## config.mk

```make
export PLATFORM = sky130hd
export DESIGN_NAME = mem_lsu_sb
export DESIGN_NICKNAME = d
export VERILOG_FILES = /design/src/rtl/mem_lsu_sb.sv
export SDC_FILE = /design/constraint.sdc
export NUM_CORES = 1
export LEC_CHECK = 0
export ABC_AREA = 1
export CORE_ASPECT_RATIO = 1.25
export CORE_MARGIN = 2
export CORE_UTILIZATION = 45
export CTS_CLUSTER_DIAMETER = 120
export DETAILED_ROUTE_END_ITERATION = 16
export PLACE_DENSITY = 0.76
export SLEW_MARGIN = 20
export SYNTH_ARGS = -nofsm -noshare
export SYNTH_HDL_FRONTEND = slang
export SYNTH_SLANG_ARGS = --single-unit
export TNS_END_PERCENT = 20
```

## constraint.sdc

```tcl
create_clock -name clk -period 5.8 [get_ports clk]
set_clock_uncertainty 0.1 [all_clocks]
set_input_delay 1.16 -clock clk [delete_from_list [all_inputs] [get_ports clk]]
set_output_delay 1.16 -clock clk [all_outputs]
set_load 0.01 [all_outputs]
```

## src/rtl/mem_lsu_sb.sv

```systemverilog
// MEM stage with a non-blocking store buffer that drains to mem_ctrl in the background.
// Define LSU_STLF_EN to add store-to-load forwarding. Type codes: LB=1 LH=2 LW=3 LBU=4 LHU=5 SB=6 SH=7 SW=8.
module mem_lsu_sb #(
  parameter int SB_DEPTH = 4,
  parameter int ADDR_W   = 32,
  parameter int DATA_W   = 32
) (
  input  logic              clk,
  input  logic              rst,
  input  logic [DATA_W-1:0] rd_data_i,
  input  logic [4:0]        rd_addr_i,
  input  logic              rd_enable_i,
  input  logic              load_enable_i,
  input  logic              store_enable_i,
  input  logic [ADDR_W-1:0] mem_addr_i,
  input  logic [3:0]        load_store_type_i,
  output logic [DATA_W-1:0] rd_data_o,
  output logic [4:0]        rd_addr_o,
  output logic              rd_enable_o,
  output logic              stall,
  input  logic              mem_rdy,
  input  logic              mem_busy,
  input  logic [DATA_W-1:0] mem_ldata,
  output logic              mem_needed,
  output logic [DATA_W-1:0] mem_sdata,
  output logic [ADDR_W-1:0] mem_addr,
  output logic [2:0]        mem_width,
  output logic              mem_read_write,
  output logic              mem_fw,
  output logic [DATA_W-1:0] mem_fw_data,
  output logic [4:0]        mem_fw_addr,
  output logic              sb_empty
);
  localparam logic [3:0] EXE_LB  = 4'd1;
  localparam logic [3:0] EXE_LH  = 4'd2;
  localparam logic [3:0] EXE_LW  = 4'd3;
  localparam logic [3:0] EXE_LBU = 4'd4;
  localparam logic [3:0] EXE_LHU = 4'd5;
  localparam logic [3:0] EXE_SB  = 4'd6;
  localparam logic [3:0] EXE_SH  = 4'd7;
  localparam logic [3:0] EXE_SW  = 4'd8;
  localparam int PTR_W = $clog2(SB_DEPTH);

  typedef enum logic [2:0] {
    IDLE    = 3'd0,
    LD_REQ  = 3'd1,
    LD_WAIT = 3'd2,
    ST_REQ  = 3'd3,
    ST_WAIT = 3'd4
  } state_e;

  state_e            state_q, state_d;
  logic [PTR_W-1:0]  head_q, head_d, tail_q, tail_d;
  logic [PTR_W:0]    count_q, count_d;
  logic [ADDR_W-1:0] sb_addr_q  [SB_DEPTH];
  logic [2:0]        sb_width_q [SB_DEPTH];
  logic [DATA_W-1:0] sb_data_q  [SB_DEPTH];

  logic              full, pop, enq, ld_eligible, fwd_hit;
  logic [2:0]        acc_width;
  logic [DATA_W-1:0] fwd_data;

  function automatic logic [2:0] access_width(input logic [3:0] t);
    case (t)
      EXE_LB, EXE_LBU, EXE_SB: return 3'd1;
      EXE_LH, EXE_LHU, EXE_SH: return 3'd2;
      EXE_LW, EXE_SW:          return 3'd4;
      default:                 return 3'd4;
    endcase
  endfunction

  function automatic logic [DATA_W-1:0] mask_store(input logic [DATA_W-1:0] d, input logic [2:0] w);
    case (w)
      3'd1:    return {{(DATA_W-8){1'b0}}, d[7:0]};
      3'd2:    return {{(DATA_W-16){1'b0}}, d[15:0]};
      default: return d;
    endcase
  endfunction

  function automatic logic [DATA_W-1:0] extend_load(input logic [DATA_W-1:0] d, input logic [3:0] t);
    case (t)
      EXE_LB:  return {{(DATA_W-8){d[7]}}, d[7:0]};
      EXE_LBU: return {{(DATA_W-8){1'b0}}, d[7:0]};
      EXE_LH:  return {{(DATA_W-16){d[15]}}, d[15:0]};
      EXE_LHU: return {{(DATA_W-16){1'b0}}, d[15:0]};
      EXE_LW:  return d;
      default: return d;
    endcase
  endfunction

  assign acc_width = access_width(load_store_type_i);
  assign full      = (count_q == (PTR_W+1)'(SB_DEPTH));
  assign sb_empty  = (count_q == '0);
  assign pop       = (state_q == ST_WAIT) && mem_rdy;
  // A full buffer still accepts a store in the cycle its head retires.
  assign enq       = store_enable_i && (!full || pop);

`ifdef LSU_STLF_EN
  logic             same_word;
  logic [PTR_W-1:0] fwd_idx;

  // Walk oldest to youngest so the last same-word entry decides hit or wait.
  always_comb begin
    same_word = 1'b0;
    fwd_hit   = 1'b0;
    fwd_data  = '0;
    fwd_idx   = '0;
    for (int i = 0; i < SB_DEPTH; i++) begin
      fwd_idx = head_q + PTR_W'(i);
      if (((PTR_W+1)'(i) < count_q) &&
          (sb_addr_q[fwd_idx][ADDR_W-1:2] == mem_addr_i[ADDR_W-1:2])) begin
        same_word = 1'b1;
        fwd_hit   = (sb_addr_q[fwd_idx] == mem_addr_i) && (sb_width_q[fwd_idx] >= acc_width);
        fwd_data  = sb_data_q[fwd_idx];
      end
    end
    fwd_hit = fwd_hit && load_enable_i;
  end

  assign ld_eligible = load_enable_i && !same_word && (state_q == IDLE);
`else
  assign fwd_hit     = 1'b0;
  assign fwd_data    = '0;
  assign ld_eligible = load_enable_i && sb_empty && (state_q == IDLE);
`endif

  always_comb begin
    head_d  = head_q;
    tail_d  = tail_q;
    count_d = count_q;
    if (enq) tail_d = tail_q + 1'b1;
    if (pop) head_d = head_q + 1'b1;
    case ({enq, pop})
      2'b10:   count_d = count_q + 1'b1;
      2'b01:   count_d = count_q - 1'b1;
      default: count_d = count_q;
    endcase
  end

  always_ff @(posedge clk or posedge rst) begin
    if (rst) begin
      state_q <= IDLE;
      head_q  <= '0;
      tail_q  <= '0;
      count_q <= '0;
    end else begin
      state_q <= state_d;
      head_q  <= head_d;
      tail_q  <= tail_d;
      count_q <= count_d;
    end
  end

  always_ff @(posedge clk) begin
    if (enq) begin
      sb_addr_q[tail_q]  <= mem_addr_i;
      sb_width_q[tail_q] <= acc_width;
      sb_data_q[tail_q]  <= mask_store(rd_data_i, acc_width);
    end
  end

  // Drain starts the cycle after a store lands, even into an empty buffer.
  always_comb begin
    state_d        = state_q;
    stall          = 1'b0;
    rd_data_o      = rd_data_i;
    mem_needed     = 1'b0;
    mem_sdata      = '0;
    mem_addr       = '0;
    mem_width      = '0;
    mem_read_write = 1'b0;
    case (state_q)
      IDLE:    if (ld_eligible) state_d = LD_REQ;
               else if (!sb_empty || enq) state_d = ST_REQ;
      LD_REQ:  if (!mem_busy) state_d = LD_WAIT;
      LD_WAIT: if (mem_rdy) state_d = IDLE;
      ST_REQ:  if (!mem_busy) state_d = ST_WAIT;
      ST_WAIT: if (mem_rdy) state_d = IDLE;
      default: state_d = IDLE;
    endcase
    if (state_q == LD_REQ || state_q == LD_WAIT) begin
      mem_needed     = (state_q == LD_REQ);
      mem_addr       = mem_addr_i;
      mem_width      = acc_width;
      mem_read_write = 1'b1;
    end else if (state_q == ST_REQ || state_q == ST_WAIT) begin
      mem_needed = (state_q == ST_REQ);
      mem_addr   = sb_addr_q[head_q];
      mem_width  = sb_width_q[head_q];
      mem_sdata  = sb_data_q[head_q];
    end
    if (load_enable_i) begin
      rd_data_o = extend_load(fwd_hit ? fwd_data : mem_ldata, load_store_type_i);
      stall     = !fwd_hit && !((state_q == LD_WAIT) && mem_rdy);
    end else if (store_enable_i) begin
      stall = full && !pop;
    end
    if (rst) begin
      stall          = 1'b0;
      rd_data_o      = '0;
      mem_needed     = 1'b0;
      mem_sdata      = '0;
      mem_addr       = '0;
      mem_width      = '0;
      mem_read_write = 1'b0;
    end
  end

  assign rd_addr_o   = rst ? 5'd0 : rd_addr_i;
  assign rd_enable_o = rst ? 1'b0 : rd_enable_i;
  assign mem_fw      = !rst;
  assign mem_fw_addr = rst ? 5'd0 : rd_addr_i;
  assign mem_fw_data = rst ? '0 : (load_enable_i ? rd_data_o : rd_data_i);
endmodule

```

==> results of run 1 <==
==> report_power, final <==
group	internal (mW)	switching, mW
combinational	0.923	1.49
clock	1.04	0.707
sequential	2.66	0.159
==> per-layer routing <==
layer / GRT usage (%) / routed length, um
met1: 24.27 / 12240
met3: 3.432 / 1960
met5: 0 / 0
met4: 6.351 / 639
met2: 36.95 / 15550
==> synth_stat cells, types with 4 or more instances <==
master / count
sky130_fd_sc_hd__inv_1: 68
sky130_fd_sc_hd__edfxtp_1: 268
sky130_fd_sc_hd__clkbuf_1: 28
sky130_fd_sc_hd__xor2_1: 4
sky130_fd_sc_hd__nand3_2: 10
sky130_fd_sc_hd__inv_2: 9
sky130_fd_sc_hd__nor2_1: 245
sky130_fd_sc_hd__nand2_2: 8
sky130_fd_sc_hd__nor2_2: 12
sky130_fd_sc_hd__buf_6: 5
sky130_fd_sc_hd__nand3_1: 21
sky130_fd_sc_hd__dfrtp_1: 10
sky130_fd_sc_hd__nand2_1: 102
sky130_fd_sc_hd__o21ai_1: 29
sky130_fd_sc_hd__o21ai_0: 154
sky130_fd_sc_hd__buf_4: 16
sky130_fd_sc_hd__buf_2: 22
sky130_fd_sc_hd__ha_1: 8
sky130_fd_sc_hd__a21oi_1: 85
sky130_fd_sc_hd__o22a_1: 33
==> flip-flops by register name (all words and copies together), names as in the netlist <==
name / flops
tail_q: 2
sb_data_q: 128
head_q: 2
sb_width_q: 12
sb_addr_q: 128
state_q: 3
count_q: 3
==> critical path: stages <==
cell	delay, ns
sky130_fd_sc_hd__clkdlybuf4s50_1	0.52
sky130_fd_sc_hd__inv_1	0.10
sky130_fd_sc_hd__ha_1	0.29
sky130_fd_sc_hd__o21ai_0	0.52
sky130_fd_sc_hd__inv_2	0.10
sky130_fd_sc_hd__o22ai_1	0.27
sky130_fd_sc_hd__clkdlybuf4s50_1	0.59
==> area by class of cell <==
cell class	count	area (um2)	area share (%)
clock inverters	17	192.7	1.186
multi-input cells	727	3561	21.92
clock buffers	31	700.7	4.314
flip-flops and latches	278	8303	51.12
repair buffers	274	2753	16.95
inverters	78	295.3	1.818
well taps	350	437.9	2.696
==> stage by stage <==
stage / cell area [um2] / hold slack (ns)
4_1_cts: 16240 / 0.4135
3_3_place_gp: 15350 / 0.3856
5_1_grt: 16240 / 0.4428
6_report: 16240 / 0.4123
2_1_floorplan: 12550 / 0.3596
3_5_place_dp: 15350 / 0.4000
==> final timing paths <==
| check | slack [ns] | endpoint | startpoint | depth (start not counted) |
|---|---|---|---|---|
| worst max-delay path | 0.99 | mem_width[2] | load_store_type_i[0] | 7 |
| worst min-delay path | 0.41 | count_q[0]$_DFFE_PP0P_ | count_q[0]$_DFFE_PP0P_ | 1 |
| worst max register to register | 3.06 | sb_addr_q[0][16]$_DFFE_PP_ | state_q[0]$_DFFE_PP0P_ | 6 |
| worst min register to register | 0.41 | count_q[0]$_DFFE_PP0P_ | count_q[0]$_DFFE_PP0P_ | 1 |
| max in group asynchronous | 4.30 | head_q[0]$_DFFE_PP0P_ | rst | 3 |
| min in group asynchronous | 0.81 | state_q[0]$_DFFE_PP0P_ | rst | 2 |
==> logic make-up (layout without fill, tap and decap cells) <==
| family | after synthesis | after routing | synth area share [%] |
|---|---|---|---|
| AO/OA/AOI/OAI | 306 | 306 | 13.28 |
| flip-flops | 278 | 278 | 66.14 |
| XOR/XNOR | 5 | 5 | 0.3490 |
| AND/OR/NAND/NOR | 407 | 407 | 13.53 |
| adder cells (fa/ha/maj) | 9 | 9 | 0.9575 |
| buffers and inverters | 153 | 400 | 5.735 |
==> placed cells by master (no fill, tap or decap), drive strengths merged, types with 4 or more instances in the layout <==
master and instances:
o21ai 185, inv 80, ha 8, bufinv 4, nand2 111, xor2 4
o22a 33, clkdlybuf4s50 258, dfrtp 10, edfxtp 268, clkinv 9, nor2 258
buf 16, clkbuf 31, nand3 31, a21oi 85
==> key figures, run 1 <==
Outcome
  • Run status: complete, no violations

Power
  • Total power after layout: 6.978 mW
  • Power density relative to cell area: 429.6 nW/um2
  • Maximum vdd drop: 0.2100 mV
  • Leakage Power: 5.829 nW

Yosys
  • Mapped Avg Cell Area: 10.83 um2
  • Warnings from Yosys: 0
  • Most area-hungry cell type in the Yosys netlist: sky130_fd_sc_hd__edfxtp_1
  • Top FF cell, synth: sky130_fd_sc_hd__edfxtp_1
  • Number of synthesized register bits: 278
  • Netlist area before placement: 12550 um2
  • Unique cell type count in the Yosys netlist: 34
  • Post-synth top area share: 64.15%
  • Gate count of the mapped netlist: 1158
  • Sequential cell area fraction in the yosys report: 66.14%
  • Leading post-synthesis cells by cell area: sky130_fd_sc_hd__edfxtp_1 (64%), sky130_fd_sc_hd__nor2_1 (7.3%), sky130_fd_sc_hd__o21ai_0 (6.1%)
  • Proportion of synthesized flip-flops having asynchronous set or reset: 3.597%
  • Post-synth EDFFs: 268
  • Mapped Nets: 1279

Global routing
  • Antenna violations before repair: 0
  • Global-route usage over all layers: 20.17%
  • Pin count of the biggest net entering global routing: 87
  • Global-route wire length before repair: 47.45 mm
  • Overflow after GRT: 0
  • Vias in the first global route: 9403

Clocking
  • TritonCTS clock tree: built
  • Clk root buf: sky130_fd_sc_hd__clkbuf_16
  • Clock insertion delay at the later pin of the skew report: 0.52 ns
  • Total clock sinks: 278
  • Post-cts hold buffer count: 0
  • Clock slew at reported path FFs: 0.06 ns
  • Clk buf depth: 3
  • Number of post-CTS setup repair buffers: 0
  • Resize count post-CTS: 0
  • Number of levels in the clock H-tree: 1
  • CTS Buf Count: 26

STA
  • Part of the cycle the worst path needs: 82.99%
  • Final critical-path required period: 4.814 ns
  • Fmax: 207.7 MHz
  • Unrepaired setup endpoints after global routing: no
  • Setup violators final: 0
  • Number of hold violations in the final report: 0
  • Worst slew margin relative to its limit: 40.16%
  • Worst-margin pin slew: 0.8954 ns
  • Count of pins over their slew limit: 0
  • Setup slack of the critical path after layout: 0.9865 ns
  • Aggregate negative setup slack: 0 ns

Routing
  • Remaining design rule violation count: 0
  • Total via count in the routed design: 9319
  • Average routed wire per standard cell: 17.31 um
  • DRT antenna net count: 0
  • Number of iterations in the first detailed-routing pass: 5
  • Drt via density: 5.310
  • Routed Wire Length: 30.38 mm
  • Number of DRC violations after detailed-routing iteration 0: 678

Setup path
  • Crit Path Max Fanout: 5
  • Data arrival time of the worst path: 3.55 ns
  • Crit Path Class: in2out
  • Endpoint type of the worst setup path: output port
  • Startpoint kind of the worst setup timing path: primary input
  • Critical path data required time: 4.54 ns

Final layout
  • Layout area overhead: 29.47%
  • Non-filler instance count after layout: 1755
  • Final-stage net count: 1506
  • Fraction of layout cells with a size suffix above 1: 7.758%
  • Antenna Diode Count: 0
  • Number of fill cells: 2270
  • Share of the core filled with cells: 58.92%

Floorplan
  • DIE WIDTH: 153.3 um
  • Initial Util: 45.51%
  • Area enclosed by the die boundary: 29240 um2
  • Core box area: 27570 um2
  • Die Ht: 190.7 um
  • IO Count: 259
  • Number of rows in the core area: 68

Placed design
  • DP Worst Slack: 0.9700 ns
  • DP Wirelength: 18.77 mm
  • Final estimated routing congestion in global placement: 0.8109
  • Placed cells: 1707
  • Count of buffers from port buffering: 258

Run
  • Maximum Capacitance Violations: 0

Worst hold path
  • Path type of the worst min-delay path: reg2reg
Note: power is estimated with default switching activity, not from simulation.
==> inputs of run 2 (changes only) <==
Settings changed: PLACE_DENSITY 0.76 to 0.78.
Clock period 5.8 ns to 4.15 ns, I/O delays scaled along.
==> key figures, run 2 (synthesized netlist as in run 1, its figures left out) <==
Outcome
  • Run status: complete, no violations

Final layout
  • Layout area overhead: 30.34%
  • Final-stage net count: 1517
  • Antenna Diode Count: 0
  • Fraction of layout cells with a size suffix above 1: 8.545%
  • Commonest cells after routing, fill and taps aside: sky130_fd_sc_hd__edfxtp_1 (268), sky130_fd_sc_hd__clkdlybuf4s50_1 (256), sky130_fd_sc_hd__nor2_1 (241)
  • Number of fill cells: 2174
  • Top Registers: sb_addr_q (128), sb_data_q (128), sb_width_q (12)
  • Area used by multi-input combinational logic: 3565 um2
  • Most common cell after layout, fill and taps aside: sky130_fd_sc_hd__edfxtp_1
  • Share of the core filled with cells: 59.32%
  • Sequential standard cell area: 8303 um2
  • Final design instance area without fill: 16350 um2

Clocking
  • Post-cts hold buffer count: 0
  • Clock slew at reported path FFs: 0.06 ns
  • Clk buf depth: 3
  • TritonCTS clock tree: built
  • Clock insertion delay at the later pin of the skew report: 0.52 ns
  • Number of post-CTS setup repair buffers: 0
  • Total clock sinks: 278
  • CTS Buf Count: 26
  • Number of levels in the clock H-tree: 1
  • Clk root buf: sky130_fd_sc_hd__clkbuf_16
  • Resize count post-CTS: 0

Setup path
  • Maximum cell stage delay along the critical path: 0.60 ns
  • Most used cell, CP: sky130_fd_sc_hd__nand2_2
  • Crit Path Class: in2out
  • Cell-by-cell trace of the critical path: clkdlybuf4s50_1, inv_1, ha_1, nand2_2, nand2_2, inv_2, nand2_2, nand2_4, nand3_1, a21oi_1, clkdlybuf4s50_1
  • Worst R2R Setup Slack: 1.63 ns
  • R2R Path End: count_q[2]$_DFFE_PP0P_
  • Crit Path Max Fanout: 8
  • CP startpoint: load_store_type_i[0]
  • Gate family responsible for the most delay along the worst path: buffers and inverters
  • Endpoint type of the worst setup path: output port
  • Reg2reg start: state_q[1]$_DFFE_PP0P_
  • Setup crit end: rd_data_o[17]
  • Critical path data required time: 3.22 ns
  • Startpoint kind of the worst setup timing path: primary input
  • Number of cell instances on the worst register-to-register path: 10
  • Master of the slowest instance on the critical path: sky130_fd_sc_hd__clkdlybuf4s50_1
  • Data arrival time of the worst path: 3.10 ns
  • Worst path buffer plus inverter count: 4
  • Logic depth of the worst setup path including buffers: 11

Placed design
  • DP Wirelength: 19.15 mm
  • Placed inst area: 15480 um2
  • Count of buffers from port buffering: 258
  • Final estimated routing congestion in global placement: 0.8265

Routing
  • Routed Wire Length: 30.42 mm
  • Drt via density: 5.297
  • Average routed wire per standard cell: 17.22 um
  • Remaining design rule violation count: 0
  • DRT antenna net count: 0
  • Total via count in the routed design: 9354
  • Number of DRC violations after detailed-routing iteration 0: 686
  • Number of iterations in the first detailed-routing pass: 5

Floorplan
  • DIE WIDTH: 153.3 um
  • IO Count: 259
  • Number of rows in the core area: 68
  • Area enclosed by the die boundary: 29240 um2
  • Die Ht: 190.7 um
  • Initial Util: 45.51%
  • Core box area: 27570 um2

STA
  • Worst-margin pin slew: 0.8065 ns
  • Aggregate negative setup slack: 0 ns
  • Fmax: 248.0 MHz
  • Part of the cycle the worst path needs: 97.17%
  • Final critical-path required period: 4.033 ns
  • Number of hold violations in the final report: 0
  • Worst slew margin relative to its limit: 46.23%
  • Setup violators final: 0
  • Unrepaired setup endpoints after global routing: no
  • Count of pins over their slew limit: 0

Global routing
  • Overflow after GRT: 0
  • Global-route usage over all layers: 20.18%
  • Global-route wire length before repair: 47.70 mm
  • Antenna violations before repair: 0
  • Pin count of the biggest net entering global routing: 91
  • Vias in the first global route: 9311

Worst hold path
  • Path type of the worst min-delay path: reg2reg

Power
  • Power density relative to cell area: 594.4 nW/um2
  • Leakage Power: 5.920 nW
  • Maximum vdd drop: 0.5303 mV
  • Total power after layout: 9.720 mW

Run
  • Maximum Capacitance Violations: 0
==> run 2: changes by cell type in the layout (fill, tap and decap cells not counted), sizes merged <==
cell,delta
buf,+11
bufinv,-1
clkbuf,-1
clkdlybuf4s50,-2
clkinv,+5
clkinvlp,-1
dlymetal6s2s,+2
inv,-2
==> run 2: worst min path at each step <==
stage	start	to	slack, ns	cells past startpoint
after floorplan	count_q[0]$_DFFE_PP0P_	count_q[0]$_DFFE_PP0P_	0.36	1
after global placement	count_q[0]$_DFFE_PP0P_	count_q[0]$_DFFE_PP0P_	0.39	1
after detailed placement	count_q[0]$_DFFE_PP0P_	count_q[0]$_DFFE_PP0P_	0.39	1
after CTS	count_q[0]$_DFFE_PP0P_	count_q[0]$_DFFE_PP0P_	0.41	1
after global routing	count_q[0]$_DFFE_PP0P_	count_q[0]$_DFFE_PP0P_	0.44	1
final	count_q[0]$_DFFE_PP0P_	count_q[0]$_DFFE_PP0P_	0.41	1
==> run 2: area by class of cell <==
class / instances / area share [%]
clock buffers: 30 / 4.201
repair buffers: 285 / 17.68
clock inverters: 18 / 1.064
multi-input cells: 727 / 21.80
well taps: 350 / 2.678
inverters: 78 / 1.806
flip-flops and latches: 278 / 50.78
==> run 2: worst reg2reg max path: stages (launching register included) <==
cell and delay (ns):
sky130_fd_sc_hd__dfrtp_1 0.41, sky130_fd_sc_hd__inv_1 0.10, sky130_fd_sc_hd__nand4_1 0.24, sky130_fd_sc_hd__nand3_1 0.13
sky130_fd_sc_hd__nand2_2 0.28, sky130_fd_sc_hd__ha_1 0.21, sky130_fd_sc_hd__inv_1 0.07, sky130_fd_sc_hd__fa_1 0.39
sky130_fd_sc_hd__a21oi_1 0.16, sky130_fd_sc_hd__o21ai_0 0.14, sky130_fd_sc_hd__xor2_1 0.17
==> run 2: where the power goes <==
part | internal, mW | leakage [nW] | switching (mW)
Clock | 1.38 | 0.425 | 0.976
Sequential | 3.72 | 2.58 | 0.202
Combinational | 1.36 | 2.92 | 2.09
Total | 6.45 | 5.92 | 3.27
==> run 2: metal layers <==
metal | wire (um) | GRT usage [%] | vias up
li1 | - | - | 4500
met1 | 12200 | 24.71 | 4442
met2 | 15650 | 36.68 | 359
met3 | 1944 | 3.091 | 53
met4 | 622 | 6.457 | 0
met5 | 0 | 0 | -
==> run 2: per-stage QoR <==
step / hold slack [ns] / setup WS (ns) / instances
after detailed placement: 0.3928 / 0.09649 / 1718
after floorplan: 0.3596 / -0.5022 / 1158
after CTS: 0.4052 / 0.1027 / 1766
final: 0.4083 / 0.1175 / 1766
after global routing: 0.4446 / 0.001764 / 1766
after global placement: 0.3851 / 0.1268 / 1718
